===== src/rtl/sound_tone_synth.sv =====
// Tone synthesizer: plays a square wave for a 4-bit tone code and shapes its amplitude
// with a linear attack/sustain/release envelope. The output is a 1-bit pin and signed codec samples.
module sound_tone_synth #(
  parameter int unsigned CLK_FREQ_HZ = 50000000,
  parameter int unsigned BASE_HZ     = 110,
  parameter int unsigned ENV_DIV     = 50000,
  parameter int unsigned AMP_STEP    = 1000,
  parameter int unsigned AMP_MAX     = 16000
) (
  input  logic               clk,
  input  logic               resetN,
  input  logic [3:0]         freq,
  input  logic               enable_sound,
  input  logic               sample_req,
  output logic signed [15:0] sample,
  output logic               sample_valid,
  output logic               square_out,
  output logic               busy
);

  localparam int unsigned HP1 = CLK_FREQ_HZ / (2 * BASE_HZ);
  localparam int unsigned PW  = (HP1 > 1) ? $clog2(HP1) : 1;
  localparam int unsigned EW  = (ENV_DIV > 1) ? $clog2(ENV_DIV) : 1;
  localparam int unsigned AW  = 16;

  localparam logic [1:0] IDLE    = 2'd0;
  localparam logic [1:0] ATTACK  = 2'd1;
  localparam logic [1:0] SUSTAIN = 2'd2;
  localparam logic [1:0] RELEASE = 2'd3;

  logic [1:0]    state, next_state;
  logic [AW-1:0] amp, next_amp;
  logic [3:0]    code, next_code;
  logic [PW-1:0] phase, next_phase;
  logic [EW-1:0] env_cnt, next_env;
  logic          pol, next_pol;

  logic          start, stop, tick;
  logic [3:0]    pending;
  logic [AW:0]   amp_up;
  logic [AW-1:0] amp_inc, amp_dec, level;

  // Half-period reload values (HP[k]-1), constant after elaboration
  logic [PW-1:0] hp_m1 [16];
  assign hp_m1[0] = '0;
  for (genvar k = 1; k < 16; k++) begin : g_hp
    assign hp_m1[k] = PW'(CLK_FREQ_HZ / (2 * k * BASE_HZ) - 1);
  end

  assign start   = enable_sound && (freq != 4'd0);
  assign stop    = !start;
  assign tick    = (env_cnt == EW'(ENV_DIV - 1));
  assign pending = (freq != 4'd0) ? freq : code;
  assign amp_up  = {1'b0, amp} + (AW+1)'(AMP_STEP);
  assign amp_inc = (amp_up >= (AW+1)'(AMP_MAX)) ? AW'(AMP_MAX) : amp_up[AW-1:0];
  assign amp_dec = (amp > AW'(AMP_STEP)) ? (amp - AW'(AMP_STEP)) : '0;

  always_ff @(posedge clk or negedge resetN) begin
    if (!resetN) begin
      state      <= IDLE;
      amp        <= '0;
      code       <= '0;
      phase      <= '0;
      env_cnt    <= '0;
      pol        <= 1'b1;
      busy       <= 1'b0;
      square_out <= 1'b0;
    end else begin
      state      <= next_state;
      amp        <= next_amp;
      code       <= next_code;
      phase      <= next_phase;
      env_cnt    <= next_env;
      pol        <= next_pol;
      busy       <= (next_state != IDLE);
      square_out <= next_pol && (next_state != IDLE);
    end
  end

  // Envelope FSM; phase generator reloads only at half-period boundaries
  always_comb begin
    next_state = state;
    next_amp   = amp;
    next_code  = code;
    next_phase = phase;
    next_env   = env_cnt;
    next_pol   = pol;
    if (state == IDLE) begin
      if (start) begin
        next_state = ATTACK;
        next_code  = freq;
        next_phase = hp_m1[freq];
        next_pol   = 1'b1;
        next_env   = '0;
      end
    end else begin
      next_env = tick ? '0 : env_cnt + EW'(1);
      if (phase == '0) begin
        next_pol   = !pol;
        next_phase = hp_m1[pending];
        next_code  = pending;
      end else begin
        next_phase = phase - PW'(1);
      end
      case (state)
        ATTACK: begin
          if (stop) begin
            next_state = RELEASE;
          end else if (tick) begin
            next_amp = amp_inc;
            if (amp_inc == AW'(AMP_MAX)) next_state = SUSTAIN;
          end
        end
        SUSTAIN: begin
          if (stop) next_state = RELEASE;
        end
        RELEASE: begin
          if (start) begin
            next_state = ATTACK;
          end else if (tick) begin
            next_amp = amp_dec;
            if (amp_dec == '0) begin
              next_state = IDLE;
              next_code  = '0;
            end
          end
        end
        default: next_state = IDLE;
      endcase
    end
  end

  assign level = (state == IDLE) ? '0 : (pol ? amp : (AW'(0) - amp));

  // Codec sample: captures the level of the request cycle, holds between requests
  always_ff @(posedge clk or negedge resetN) begin
    if (!resetN) begin
      sample       <= '0;
      sample_valid <= 1'b0;
    end else begin
      sample_valid <= sample_req;
      if (sample_req) sample <= $signed(level);
    end
  end

endmodule


===== config.mk =====
export PLATFORM = sky130hd
export DESIGN_NAME = sound_tone_synth
export DESIGN_NICKNAME = d
export VERILOG_FILES = /design/src/rtl/sound_tone_synth.sv
export SDC_FILE = /design/constraint.sdc
export NUM_CORES = 1
export LEC_CHECK = 0
export ABC_AREA = 1
export BUFFER_PORTS_ARGS = -buffer_cell sky130_fd_sc_hd__buf_4
export CORE_ASPECT_RATIO = 1.4
export CORE_MARGIN = 8
export CORE_UTILIZATION = 55
export DETAILED_ROUTE_END_ITERATION = 10
export HOLD_SLACK_MARGIN = 0.03
export PLACE_DENSITY = 0.75
export SYNTH_ARGS = -nofsm -noshare
export SYNTH_HDL_FRONTEND = slang
export SYNTH_SLANG_ARGS = --single-unit
export TNS_END_PERCENT = 20

===== constraint.sdc =====
create_clock -name clk -period 2.05 [get_ports clk]
set_clock_uncertainty 0.2 [all_clocks]
set_input_delay 0.1025 -clock clk [delete_from_list [all_inputs] [get_ports clk]]
set_output_delay 0.1025 -clock clk [all_outputs]
set_load 0.005 [all_outputs]

==> flow_summary.ini, run 1 <==
[status]
status = complete, but fails checks
violations = negative setup slack

[worst_setup_path]
worstReg2RegStart = amp[3]
timing.setup.critical_path_class = flop to flop
critPathMaxFanout = 5
start_kind = flop
arrival_ns = 2.38
end_kind = flop
crit_required_ns = 2.07
rr_worst_depth = 14
cp-startpoint = amp[3]

[floorplan]
rows = 45
initial_core_util = 0.5622
ios = 27
dieArea_um2 = 14780
core-area_um2 = 10870
dieWidth_um = 105.1
dieHeight_um = 140.7

[logic_synthesis]
synth.avg_cell_area_um2 = 6.849
syn_area_um2 = 6110
synth_seq_cells = 76
syn-num-nets = 924
synth_edf_count = 0
syn_inst = 892
async_reset_ff_frac = 1.000
yosysSeqAreaShare = 0.3115
ys_dominant_reg_cell = dfrtp_1
yosysUniqueCellTypes = 52
ys_warn_count = 0

[run]
maxCapViolCount = 0

[sta]
hold_viol_final = 0
setup_ws_ns = -0.3081
tightest_slew_ns = 0.4766
rsz0062_at_grt = yes
period_needed_ns = 2.358
setup_viol = 42
max_freq_mhz = 424.1
slew_viol_final = 0
hold_slack_ns = 0.07575
setup-tns-final_ns = -6.333
slew_headroom = 0.6789
period_share = 1.150

[routing]
via_count = 6925
firstDrtPassIters = 4
drc = 0
drt-vias-per-instance = 5.667
wl_per_cell_um = 16.59
wl_um = 20280
ant_nets = 0
drt_iter0_markers = 446

[cells_and_area]
syn2layout_area_growth_pct = 39.05
fillers = 801
final_net_count = 1108
num_antenna_cells = 0
final_core_util = 0.7818
layout-drive-gt1-share = 0.3293

[power_and_ir_drop]
ir_drop_mv = 0.8654
p_leak_nw = 4.196
cellPowerDensity_nw_per_um2 = 821.6

[min_path]
hold_start = freq[0]
hold_path_class = input port to flop
min_path_cells = 4

[place]
gp_congestion = 0.9825
place_hpwl_um = 14230
io_buffers = 26

[clocking]
cts_made_buffers = 9
cts_sinks = 76
root_buffer = clkbuf_16
clk_latency_ns = 0.34
cts_buffer_depth = 2
clkTransAtPathRegs_ns = 0.06
h-tree-depth = 3
tritoncts = built

[global_route]
grt_pass1_vias = 6788
gr-total-overflow = 0
grt.total_usage = 0.2638
grt_pass1_wl_um = 31800
antenna_found_initial = 0
grt_max_degree = 77
## routing by layer
| metal | up-vias | track usage | wire length [um] |
|---|---|---|---|
| li1 | 3310 | - | - |
| met1 | 3235 | 0.2692 | 7429 |
| met2 | 281 | 0.4839 | 10570 |
| met3 | 99 | 0.03832 | 1030 |
| met4 | 0 | 0.1817 | 1247 |
| met5 | - | 0 | 0 |
## Yosys cell counts (3+ instances only)
cell type  number  area share
nand3_2         5      0.0082
nand2_2        12       0.012
clkbuf_1       15      0.0092
clkinv_1        3      0.0018
o21ai_0        81       0.066
o22ai_1        24       0.025
o21a_1          4      0.0049
nor4_1          4      0.0041
nand4_1        10       0.010
inv_2           6      0.0037
a31oi_1         9      0.0092
o21ai_1         7      0.0057
nand3_1        47       0.039
buf_6           4      0.0074
buf_2           7      0.0057
o221ai_1        4      0.0057
inv_1         120       0.074
nand2_1       193        0.12
nor3_1         15       0.012
buf_4           6      0.0074
ha_1           24       0.049
a21oi_1        42       0.034
nor2_2         11       0.011
xnor2_1         4      0.0057
nor2_1         94       0.058
nor2_4          7       0.013
xor2_1         19       0.027
o211ai_1        7      0.0086
dfrtp_1        75        0.31
o32ai_1         4      0.0057
## cells by family after synthesis
kind of cell,count (synthesis),synth area share
XOR/XNOR,23,0.03297
buffers and inverters,163,0.1104
flip-flops,76,0.3115
adder cells (fa/ha/maj),24,0.04915
AND/OR/NAND/NOR,410,0.3115
AO/OA/AOI/OAI,196,0.1845
## path summary, 6_finish.rpt
kind	end	slack [ns]
worst max-delay path	amp[13]	-0.31
worst min-delay path	code[0]	0.08
worst max register to register	amp[13]	-0.31
worst min register to register	sample[6]	0.33
max in group asynchronous	amp[10]	1.16
min in group asynchronous	sample_valid	0.11
## what timing repair did
action / 4_1_cts / 5_1_grt
hold buffers: 3 / 0
endpoints found under the hold margin: 94 / 0
setup buffers: 5 / 7
setup endpoints to repair: 48 / 55
gates cloned: 1 / 1
resized for setup: 61 / 59
pin swaps: 13 / 27
## where the power goes
part           internal, mW  switching (mW)
combinational          1.24            1.71
sequential             1.86           0.301
clock                  1.19           0.671
total                  4.29            2.69
## registers in the layout (all words and copies together), names as in the netlist
name,flops
env_cnt,16
phase,18
amp,16
state,2
sample_valid,1
code,4
busy,1
square_out,1
pol,1
sample,16
## per-stage QoR
step                instances  power [mW]  instance area, um^2  worst slack (ns)
floorplan                 892       3.733                 6170          -0.03003
global placement         1189       4.769                 7639           -0.4223
detailed placement       1189       4.849                 7639           -0.4184
CTS                      1214       6.831                 8243           -0.2603
global route             1222       7.389                 8496           -0.4465
finish                   1222       6.980                 8496           -0.3081
## worst max-delay path: stages (launching register included)
cell and delay (ns):
dfrtp_2 0.44, buf_6 0.13, ha_4 0.17, nor2_4 0.12, nand3_4 0.11, nand2_4 0.09
nor2_2 0.03, nand3_1 0.05, nand2_1 0.06, nor2_2 0.16, nand2_4 0.09, nor2_4 0.20
inv_2 0.10, o211ai_1 0.18, o21ai_1 0.09
## area by class of cell
class	count	area, um^2	area share
clock buffers	10	229.0	0.02695
inverters	130	498.0	0.05862
multi-input cells	655	3965	0.4667
well taps	141	176.4	0.02077
flip-flops and latches	76	1907	0.2244
repair buffers	204	1609	0.1894
clock inverters	6	111.4	0.01311
## layout by cell type, fill, tap and decap left out, types with 20 or more instances in the layout
master	instances
o22ai_1	22
dfrtp_1	72
ha_1	20
o21ai_1	25
buf_4	194
nand2_2	23
o21ai_0	59
inv_1	106
nand2_1	175
nor2_1	81
a21oi_1	41
nand3_1	39
Note: power is estimated with default switching activity, not from simulation.
==> run 2, diff against run 1 <==
--- a/config.mk
+++ b/config.mk
@@ -9,10 +9,10 @@
 export BUFFER_PORTS_ARGS = -buffer_cell sky130_fd_sc_hd__buf_4
 export CORE_ASPECT_RATIO = 1.4
 export CORE_MARGIN = 8
-export CORE_UTILIZATION = 55
+export CORE_UTILIZATION = 45
+export CTS_CLUSTER_DIAMETER = 40
 export DETAILED_ROUTE_END_ITERATION = 10
 export HOLD_SLACK_MARGIN = 0.03
-export PLACE_DENSITY = 0.75
 export SYNTH_ARGS = -nofsm -noshare
 export SYNTH_HDL_FRONTEND = slang
 export SYNTH_SLANG_ARGS = --single-unit
==> flow_summary.ini, run 2 (synthesis gave the netlist of run 1 again) <==
[cells_and_area]
final_common_cell = buf_4
final_cell_mix = buf_4, nand2_1, inv_1
syn2layout_area_growth_pct = 46.28
max_flop_register = phase
final_net_count = 1144
largest_reg_flops = 18
layout-drive-gt1-share = 0.3787
num_antenna_cells = 0

[floorplan]
rows = 50
core-area_um2 = 13330
dieHeight_um = 153.9
dieWidth_um = 114.5
initial_core_util = 0.4585
dieArea_um2 = 17610
ios = 27

[min_path]
holdPathEnd = code[0]
hold_path_class = input port to flop
min_path_cells = 4
hold_start = freq[0]

[clocking]
cts_sinks = 76
tritoncts = built
clkTransAtPathRegs_ns = 0.07
cts_made_buffers = 9
h-tree-depth = 3
clk_latency_ns = 0.34
cts_buffer_depth = 2
root_buffer = clkbuf_16

[global_route]
grt.total_usage = 0.2465
grt_pass1_wl_um = 34670
grt_pass1_vias = 7128
gr-total-overflow = 0
antenna_found_initial = 0
grt_max_degree = 50

[power_and_ir_drop]
ir_drop_mv = 0.5284
p_total_mw = 6.933
p_leak_nw = 4.333
cellPowerDensity_nw_per_um2 = 775.7

[worst_setup_path]
r2r_setup_slack_ns = -0.25
end_kind = flop
r2r_end = code[0]
arrival_ns = 2.32
start_kind = flop
rr_worst_depth = 14
crit_required_ns = 2.07
critPathMaxFanout = 7
worstReg2RegStart = amp[4]
timing.setup.critical_path_class = flop to flop

[routing]
drt-vias-per-instance = 5.318
ant_nets = 0
firstDrtPassIters = 5
drc = 0
drt_iter0_markers = 429
wl_um = 21340
wl_per_cell_um = 16.43
via_count = 6908

[sta]
period_share = 1.123
rsz0062_at_grt = yes
period_needed_ns = 2.301
setup_ws_ns = -0.2515
setup_viol = 40
slew_viol_final = 0
max_freq_mhz = 434.5
slew_headroom = 0.5566
tightest_slew_ns = 0.6651
hold_viol_final = 0

[status]
status = complete, but fails checks
violations = negative setup slack

[place]
io_buffers = 26
gp_congestion = 0.9637
place_ws_ns = -0.4921
place_hpwl_um = 16300

[run]
maxCapViolCount = 0
## run 2: cell count changes in the layout (fill, tap and decap cells not counted), sizes merged
cell | previous run | this run
buf | 201 | 238
bufinv | 3 | 1
inv | 125 | 127
clkinv | 5 | 4
clkinvlp | 3 | 4
nor2 | 114 | 113
## run 2: critical path, stage by stage, from the launching register on
cell and delay, ns:
dfrtp_2 0.45, inv_4 0.08, ha_4 0.17, nor2_4 0.16, nand3b_4 0.15, nand2_1 0.11
nand2_1 0.05, nand2_1 0.07, nand2_1 0.06, nand2_1 0.07, nand2_2 0.07, nor2_4 0.12
nand4_4 0.20, nand3_2 0.12, o221ai_2 0.08
## run 2: layer usage
layer,wire length [um],vias up,track usage
li1,-,3367,-
met1,7819,3263,0.2494
met2,11190,189,0.4380
met3,755,89,0.04077
met4,1574,0,0.1910
met5,0,-,0
## run 2: area by class of cell
cell class / instances / area [um^2]
Clock inverter: 6 / 71.32
Inverter: 130 / 504.2
Fill cell: 1168 / 4388
Timing Repair Buffer: 241 / 1908
Sequential cell: 76 / 1913
Tap cell: 182 / 227.7
Multi-Input combinational cell: 654 / 4084
Clock buffer: 10 / 229.0
## run 2: how the worst max path moves through the flow
| stage | start | endpoint | slack, ns | cells after the start |
|---|---|---|---|---|
| global placement | amp[3] | amp[13] | -0.46 | 13 |
| floorplan | amp[3] | square_out | -0.03 | 17 |
| global route | amp[4] | code[2] | -0.36 | 14 |
| detailed placement | amp[3] | amp[13] | -0.49 | 13 |
| finish | amp[4] | code[0] | -0.25 | 14 |
| CTS | amp[4] | square_out | -0.22 | 16 |
## run 2: what timing repair did
action | CTS | global route
pin swaps | 12 | 39
buffers inserted | 10 | 19
cloned | 1 | 0
resized for setup | 77 | 92
endpoints found under the hold margin | 64 | 0
endpoints found under the setup margin | 50 | 56
hold buffers | 3 | 0
## run 2: report_power, final
part | total, mW | switching, mW | internal, mW
sequential | 2.17 | 0.313 | 1.86
combinational | 3.12 | 1.78 | 1.35
clock | 1.64 | 0.681 | 0.955
total | 6.93 | 2.77 | 4.16
## run 2: per-stage QoR
step	hold WS (ns)	instances	cell area, um^2	setup TNS (ns)	utilization
global route	0.08053	1299	8937	-11.64	0.6707
CTS	0.04999	1280	8509	-5.559	0.6386
detailed placement	-0.02613	1250	7828	-13.36	0.5874
floorplan	-0.3931	892	6170	-0.09102	-
global placement	-0.03117	1250	7828	-12.00	0.5874
finish	0.05661	1299	8937	-5.133	0.6707
==> run 3, diff against run 2 <==
--- a/config.mk
+++ b/config.mk
@@ -8,7 +8,7 @@
 export ABC_AREA = 1
 export BUFFER_PORTS_ARGS = -buffer_cell sky130_fd_sc_hd__buf_4
 export CORE_ASPECT_RATIO = 1.4
-export CORE_MARGIN = 8
+export CORE_MARGIN = 2
 export CORE_UTILIZATION = 45
 export CTS_CLUSTER_DIAMETER = 40
 export DETAILED_ROUTE_END_ITERATION = 10
==> flow_summary.ini, run 3 (synthesis gave the netlist of run 1 again) <==
[floorplan]
ios = 27
initial_core_util = 0.4585
rows = 50
dieArea_um2 = 14540
dieHeight_um = 141.9
dieWidth_um = 102.5
core-area_um2 = 13330

[run]
maxCapViolCount = 0

[routing]
via_count = 6812
wl_um = 21400
wl_per_cell_um = 16.70
firstDrtPassIters = 5
drt-vias-per-instance = 5.318
drc = 0
ant_nets = 0
drt_iter0_markers = 312

[min_path]
hold_path_class = input port to flop

[sta]
tightest_slew_ns = 0.7981
slew_headroom = 0.4662
slew_viol_final = 0
setup-tns-final_ns = -7.326
max_freq_mhz = 407.8
period_share = 1.196
setup_ws_ns = -0.4021
hold_slack_ns = 0.04519
period_needed_ns = 2.452
setup_viol = 44
hold_viol_final = 0
rsz0062_at_grt = yes

[cells_and_area]
final_common_cell = buf_4
final_cell_mix = buf_4, nand2_1, inv_1
largest_reg_flops = 18
num_antenna_cells = 0
final_net_count = 1126
syn2layout_area_growth_pct = 43.56
max_flop_register = phase
layout-drive-gt1-share = 0.3603

[global_route]
grt_pass1_wl_um = 33630
grt.total_usage = 0.2984
antenna_found_initial = 0
grt_max_degree = 44
grt_pass1_vias = 6809
gr-total-overflow = 0

[worst_setup_path]
start_kind = flop
end_kind = flop
arrival_ns = 2.47
crit_required_ns = 2.07
critPathMaxFanout = 5
timing.setup.critical_path_class = flop to flop

[power_and_ir_drop]
p_leak_nw = 4.305
cellPowerDensity_nw_per_um2 = 793.6
ir_drop_mv = 0.5535

[status]
status = complete, but fails checks
violations = negative setup slack

[clocking]
cts_made_buffers = 9
cts_sinks = 76
h-tree-depth = 3
clk_latency_ns = 0.34
cts_buffer_depth = 2
root_buffer = clkbuf_16
clkTransAtPathRegs_ns = 0.06
tritoncts = built

[place]
place_hpwl_um = 15850
gp_congestion = 0.9482
io_buffers = 26
==> run 3: critical path: stages (launching register included) <==
cell and delay [ns]:
dfrtp_2 0.46, inv_2 0.08, ha_4 0.26, nand2_1 0.05
nor2_1 0.13, nand2_1 0.12, a21oi_2 0.17, nand2_1 0.12
nand2_2 0.08, nand2_2 0.06, nor2_2 0.10, buf_4 0.13
nand4_4 0.18, nand3_2 0.12, o221ai_2 0.08
==> run 3: path summary, 6_finish.rpt <==
check | start | endpoint | slack (ns) | cells after the start
min reg2reg | amp[0] | amp[0] | 0.28 | 2
min | freq[3] | phase[1] | 0.05 | 4
max in group asynchronous | resetN | phase[5] | 0.37 | 3
min in group asynchronous | resetN | amp[4] | 0.10 | 3
max | amp[3] | code[0] | -0.40 | 14
max reg2reg | amp[3] | code[0] | -0.40 | 14
==> run 3: power breakdown <==
part | internal (mW) | total [mW] | switching (mW) | leakage (nW)
clock | 1.08 | 1.80 | 0.721 | 0.160
combinational | 1.28 | 3.03 | 1.74 | 3.24
sequential | 1.86 | 2.14 | 0.282 | 0.908
==> run 3: routing by layer <==
| layer | up-vias | track usage | wire [um] |
|---|---|---|---|
| met5 | - | 0 | 0 |
| met4 | 0 | 0.1705 | 1273 |
| met3 | 73 | 0.03251 | 700 |
| met2 | 200 | 0.5511 | 11430 |
| met1 | 3209 | 0.3197 | 7993 |
| li1 | 3330 | - | - |
==> run 3: metrics by stage <==
stage / total power, mW / setup slack, ns / utilization / area (um^2) / instances
2_1_floorplan: 3.733 / -0.03003 / - / 6170 / 892
3_3_place_gp: 4.832 / -0.4705 / 0.5797 / 7725 / 1238
3_5_place_dp: 4.876 / -0.4552 / 0.5797 / 7725 / 1238
4_1_cts: 6.869 / -0.3097 / 0.6319 / 8421 / 1274
5_1_grt: 7.408 / -0.4837 / 0.6582 / 8771 / 1281
6_report: 6.961 / -0.4021 / 0.6582 / 8771 / 1281
==> run 3: final cells by class <==
cell class,instances,area (um^2)
repair buffers,223,1754
flip-flops and latches,76,1909
well taps,182,227.7
multi-input cells,654,4054
fillers,1199,4554
clock buffers,9,225.2
clock inverters,7,100.1
inverters,130,500.5
==> run 3: repair_timing <==
action / CTS / global route
setup buffers: 17 / 7
hold buffers: 3 / 0
setup endpoints to repair: 50 / 61
resized for setup: 58 / 97
pin swaps: 30 / 46
hold endpoints to repair: 93 / 0
cloned: 1 / 0
